$ cat config.mk
export PLATFORM = sky130hd
export DESIGN_NAME = prog_data_mem
export DESIGN_NICKNAME = d
export VERILOG_FILES = /design/src/rtl/prog_data_mem_pkg.sv /design/src/rtl/mem_init_fsm.sv /design/src/rtl/prog_data_mem.sv
export SDC_FILE = /design/constraint.sdc
export NUM_CORES = 2
export LEC_CHECK = 0
export CAP_MARGIN = 5
export CORE_MARGIN = 3
export CORE_UTILIZATION = 50
export CTS_CLUSTER_SIZE = 40
export DETAILED_ROUTE_END_ITERATION = 6
export GPL_ROUTABILITY_DRIVEN = 0
export PLACE_DENSITY = 0.68
export SLEW_MARGIN = 40
export SYNTH_ARGS = -nofsm -noshare
export SYNTH_HDL_FRONTEND = slang
export SYNTH_HIERARCHICAL = 1
export SYNTH_SLANG_ARGS = --single-unit
export TNS_END_PERCENT = 50
$ cat constraint.sdc
create_clock -name clk -period 5.8 [get_ports clk]
set_input_delay 1.74 -clock clk [delete_from_list [all_inputs] [get_ports clk]]
set_output_delay 1.74 -clock clk [all_outputs]
set_load 0.02 [all_outputs]
$ cat src/rtl/prog_data_mem_pkg.sv
// prog_data_mem_pkg: states, write-source select, default widths and a little-endian byte packer
package prog_data_mem_pkg;
  typedef enum logic [1:0] {CLEAR, LOAD, RUN} state_t;
  typedef enum logic [1:0] {SRC_CLR, SRC_LD, SRC_CPU} wsel_t;
  localparam int ADDR_W_DEF = 8;
  localparam int DATA_W_DEF = 8;
  localparam int INS_BYTES_DEF = 2;
  localparam int PROT_LIMIT_DEF = 64;
  localparam int MAX_B = 4;
  localparam int MAX_W = 32;
  function automatic logic [MAX_B*MAX_W-1:0] pack_le(input logic [MAX_B-1:0][MAX_W-1:0] b, input int n, input int w);
    logic [MAX_B*MAX_W-1:0] r;
    r = '0;
    for (int i = 0; i < MAX_B; i++)
      for (int j = 0; j < MAX_W; j++)
        if (i < n && j < w) r[i*w+j] = b[i][j];
    return r;
  endfunction
endpackage

$ cat src/rtl/mem_init_fsm.sv
// mem_init_fsm: CLEAR->LOAD->RUN sequencer; in clk,rst_n,ld_done; out state,ptr (clear pointer),ready,wsel (write source)
module mem_init_fsm import prog_data_mem_pkg::*; #(
  parameter int ADDR_W = ADDR_W_DEF
) (
  input  logic              clk,
  input  logic              rst_n,
  input  logic              ld_done,
  output state_t            state,
  output logic [ADDR_W-1:0] ptr,
  output logic              ready,
  output wsel_t             wsel
);
  state_t nxt;
  always_ff @(posedge clk) begin
    state <= !rst_n ? CLEAR : nxt;
    ptr   <= !rst_n ? '0 : (state == CLEAR ? ptr + 1'b1 : ptr);
  end
  always_comb begin
    nxt   = (state == CLEAR && &ptr) ? LOAD : (state == LOAD && ld_done) ? RUN : state;
    ready = state == RUN;
    wsel  = state == CLEAR ? SRC_CLR : state == LOAD ? SRC_LD : SRC_CPU;
  end
endmodule

$ cat src/rtl/prog_data_mem.sv
// prog_data_mem: unified program/data memory; in clk,rst_n,ld_*,f_req/f_addr,d_re/d_we/d_addr/d_wdata; out ready,f_ins/f_valid,d_rdata/d_rvalid,d_err
module prog_data_mem import prog_data_mem_pkg::*; #(
  parameter int ADDR_W     = ADDR_W_DEF,
  parameter int DATA_W     = DATA_W_DEF,
  parameter int INS_BYTES  = INS_BYTES_DEF,
  parameter int PROT_LIMIT = PROT_LIMIT_DEF
) (
  input  logic                          clk,
  input  logic                          rst_n,
  input  logic                          ld_we,
  input  logic [ADDR_W-1:0]             ld_addr,
  input  logic [DATA_W-1:0]             ld_data,
  input  logic                          ld_done,
  output logic                          ready,
  input  logic                          f_req,
  input  logic [ADDR_W-1:0]             f_addr,
  output logic [INS_BYTES*DATA_W-1:0]   f_ins,
  output logic                          f_valid,
  input  logic                          d_re,
  input  logic                          d_we,
  input  logic [ADDR_W-1:0]             d_addr,
  input  logic [DATA_W-1:0]             d_wdata,
  output logic [DATA_W-1:0]             d_rdata,
  output logic                          d_rvalid,
  output logic                          d_err
);
  localparam int DEPTH = 2**ADDR_W;
  localparam int INS_W = INS_BYTES*DATA_W;
  state_t state;
  wsel_t wsel;
  logic [ADDR_W-1:0] ptr, waddr;
  logic [DATA_W-1:0] mem [DEPTH];
  logic [DATA_W-1:0] wdata;
  logic [MAX_B-1:0][MAX_W-1:0] fb;
  logic run, prot, we;
  mem_init_fsm #(.ADDR_W(ADDR_W)) u_fsm (
    .clk(clk),
    .rst_n(rst_n),
    .ld_done(ld_done),
    .state(state),
    .ptr(ptr),
    .ready(ready),
    .wsel(wsel)
  );
  always_comb begin
    run   = state == RUN;
    prot  = 32'(d_addr) < PROT_LIMIT;
    we    = rst_n && (wsel == SRC_CLR || (wsel == SRC_LD && ld_we) || (run && d_we && !prot));
    waddr = wsel == SRC_CLR ? ptr : wsel == SRC_LD ? ld_addr : d_addr;
    wdata = wsel == SRC_CLR ? '0 : wsel == SRC_LD ? ld_data : d_wdata;
    fb    = '0;
    for (int i = 0; i < INS_BYTES; i++) fb[i][DATA_W-1:0] = mem[f_addr + ADDR_W'(i)];
  end
  always_ff @(posedge clk)
    if (we) mem[waddr] <= wdata;
  always_ff @(posedge clk) begin
    if (!rst_n) begin
      f_valid  <= 1'b0;
      d_rvalid <= 1'b0;
      d_err    <= 1'b0;
      f_ins    <= '0;
      d_rdata  <= '0;
    end else begin
      f_valid  <= run && f_req;
      d_rvalid <= run && d_re && !d_we;
      d_err    <= d_we && (state == LOAD || (run && prot));
      if (run && f_req) f_ins <= INS_W'(pack_le(fb, INS_BYTES, DATA_W));
      if (run && d_re && !d_we) d_rdata <= mem[d_addr];
    end
  end
endmodule

==> out/qor.txt <==
Req. time, crit path: 6490 ps
Fillers: 16600
Via-per-instance ratio: 7.73
Post-synthesis compound-gate area fraction: 0.0257
Post-synth EDFFs: 2048
Setup crit end kind: flip-flop
First-pass GRT wire length: 595000 µm
PD cells: 274 nW/µm²
Max Fanout on Critical Path: 22
Worst R2R Start: u_fsm/state[1]
Core area: 226000 µm²
Gate Count Post-Synth: 6356
Share of cells above drive strength 1: 0.399
Top-Level Pins: 75
Core Rows: 174
CTS max path bufs: 3
Die Y: 484 µm
# Max-Cap Violations: 0
RSZ-0062 raised after global routing: no
CP arrival: 6250 ps
Yosys warns: 6
Final hold slack: 488 ps
GRT overflow: 0
Post-synthesis sequential area ratio: 0.545
Leak pwr: 0.0434 µW
Int Pwr: 26500 µW
Worst-Margin Slew: 1070 ps
Cell taking the most area after synthesis: edfxtp_1
Peak VDD IR: 0.356 mV
Sw power: 9030 µW
Type of the worst setup path: in -> reg
Largest net degree at the start of global routing: 109
TNS Setup: 0 ps
First-pass DRT Iterations: 7
CTS Sinks: 2085
Syn-to-layout area delta: 13.6%
Synth Flop Type: edfxtp_1
DRT iter0 DRCs: 14700
Post-synth ARST share: 0
Hold endpoint: u_fsm/ptr[7]
Total number of vias: 76800
Mapped Area: 114000 µm²
H-Tree Depth: 4
Failing checks: DRC
Clock Latency Late Sink: 910 ps
Final #Nets: 6760
CTS tree: done
Post-CTS Resized: 0
Hold Vio Cnt, Final: 0
Drt drc: 2
Worst-path clk slew: 60 ps
Top-area cell type share of the netlist area: 0.538
Initial antenna violation count: 47
Die width: 484 µm
Clock skew: 57.2 ps
Syn nets: 6405
Largest family of logic cells by synthesized area: multiplexers
Clk root buf: clkbuf_16
Reg-to-Reg End: mem[143][4]
Hold Path Origin: u_fsm/ptr[7]
Synth Area per Inst: 18.0 µm²
Min-delay worst type: reg -> reg
IO buf count: 74
CP Launch Type: input pin
Routed WL: 427000 µm
Clock power frac: 0.411
Fin crit period: 5560 ps
Comb pwr share: 0.130
DPL Wire Length: 288000 µm
CTS Buf Count: 222
Commonest non-fill, non-tap cell in the layout: edfxtp_1
FF-to-FF setup slack: 1210 ps
Top achievable clock speed: 180 MHz
Rel. slew slack: 0.284
Post-Synth Adder-Cell Area: 0.000219
Wirelength per Cell: 43.0 µm
Setup-failing EPs final: 0
Status: complete, but fails checks
Sw frac: 0.254
Hold path depth: 2
GRT Overall Usage: 0.365
Most frequent cells in the layout: 2048 x edfxtp_1, 1700 x mux4_2, 685 x nand2_1, 547 x buf_4, 304 x nor2_1
Multiplexer area fraction after synthesis: 0.353
Seq pwr share: 0.459
FF-to-FF path depth: 8
Post-Synth Simple-Gate Area: 0.0493
Post-route ant nets: 0
Initial Util: 0.506
Post-synth cell types: 73
Synth Area in XOR/XNOR: 0.00122
Vias in the first global route: 74100
Tcrit/Tclk final: 0.958
Flops & latches, synth: 2085
Die footprint: 234000 µm²
Slew Viols, Final: 0
Synth top area cells: edfxtp_1 54%, mux4_2 34%, nand2_1 2.3%, mux2i_1 1.7%, nor2_1 1.0%
# hold bufs at CTS: 0
Post-CTS setup buffer count: 0
[registers in the layout (all words and copies together) (netlist names)]
| name | flops |
|---|---|
| d_rvalid | 1 |
| d_rdata | 8 |
| d_err | 1 |
| u_fsm/ptr | 8 |
| f_ins | 16 |
| u_fsm/state | 2 |
| mem | 2048 |
| f_valid | 1 |
[how the worst max path moves through the flow]
| stage | startpoint | to | cells after the start |
|---|---|---|---|
| after floorplan | d_addr[0] | mem[115][0] | 11 |
| after global placement | f_addr[1] | f_ins[15] | 10 |
| after detailed placement | f_addr[1] | f_ins[15] | 10 |
| after CTS | f_addr[1] | f_ins[15] | 10 |
| after global routing | f_addr[1] | f_ins[15] | 10 |
| final | f_addr[1] | f_ins[15] | 10 |
[worst max-delay path, cell delays in order]
cell and delay, ps:
buf_8 150, ha_4 740, buf_12 250, and2_4 680, buf_4 410, a32oi_1 140, a41oi_1 760, o21ai_0 250
o2111ai_2 820, a31oi_1 240
[metrics by stage]
step	setup slack [ps]	total power (µW)	cells	util	cell area [µm²]
CTS	905	35300	9886	0.573	129000
detailed placement	33.6	21000	9472	0.540	122000
finish	241	35500	9935	0.574	130000
global placement	13.4	21000	9463	0.539	122000
global route	543	36200	9906	0.574	130000
floorplan	1390	19300	6356	-	114000
[power by group through the flow]
stage                     registers (µW)  logic, µW  clock network, µW
after floorplan                    16600       2690                  0
after global placement             16600       4340                  0
after detailed placement           16600       4370                  0
after CTS                          16300       4390              14600
after global routing               16300       4640              15200
final                              16300       4610              14600
[final cells by class]
class                           count  area [µm²]  area share
Clock buffer                      260        5760      0.0444
Antenna cell                       42         105    0.000810
Sequential cell                  2085       62200       0.480
Tap cell                         2992        3740      0.0289
Timing Repair Buffer              724        6890      0.0531
Clock inverter                    154        1610      0.0124
Multi-Input combinational cell   3666       49300       0.380
Inverter                           12        50.0    0.000386
[logic make-up (layout without fill, tap and decap cells)]
| family | count (synthesis) | count (layout) |
|---|---|---|
| flops | 2085 | 2085 |
| mux | 1898 | 1898 |
| simple gates | 1339 | 1339 |
| buf+inv | 605 | 1150 |
| compound gates | 412 | 412 |
| xor+xnor | 15 | 15 |
| fa+ha+maj | 2 | 2 |
| other cells | 0 | 42 |
[synth_stat cells, types with 54 or more instances]
| master | count |
|---|---|
| a31oi_1 | 67 |
| a32oi_1 | 71 |
| mux4_2 | 1700 |
| edfxtp_1 | 2048 |
| clkbuf_1 | 208 |
| nand2_1 | 687 |
| buf_4 | 100 |
| nor2_1 | 313 |
| a21oi_1 | 54 |
| o21ai_0 | 60 |
| buf_2 | 226 |
| nand3_1 | 206 |
| mux2i_1 | 194 |
[layer usage]
metal / vias up / wire, µm / GRT usage
met2: 7468 / 182000 / 0.507
met4: 52 / 33600 / 0.220
met5: - / 574 / 0.00898
met3: 1639 / 75400 / 0.177
met1: 39500 / 136000 / 0.462
li1: 28100 / - / -
Note: power is estimated with default switching activity, not from simulation.
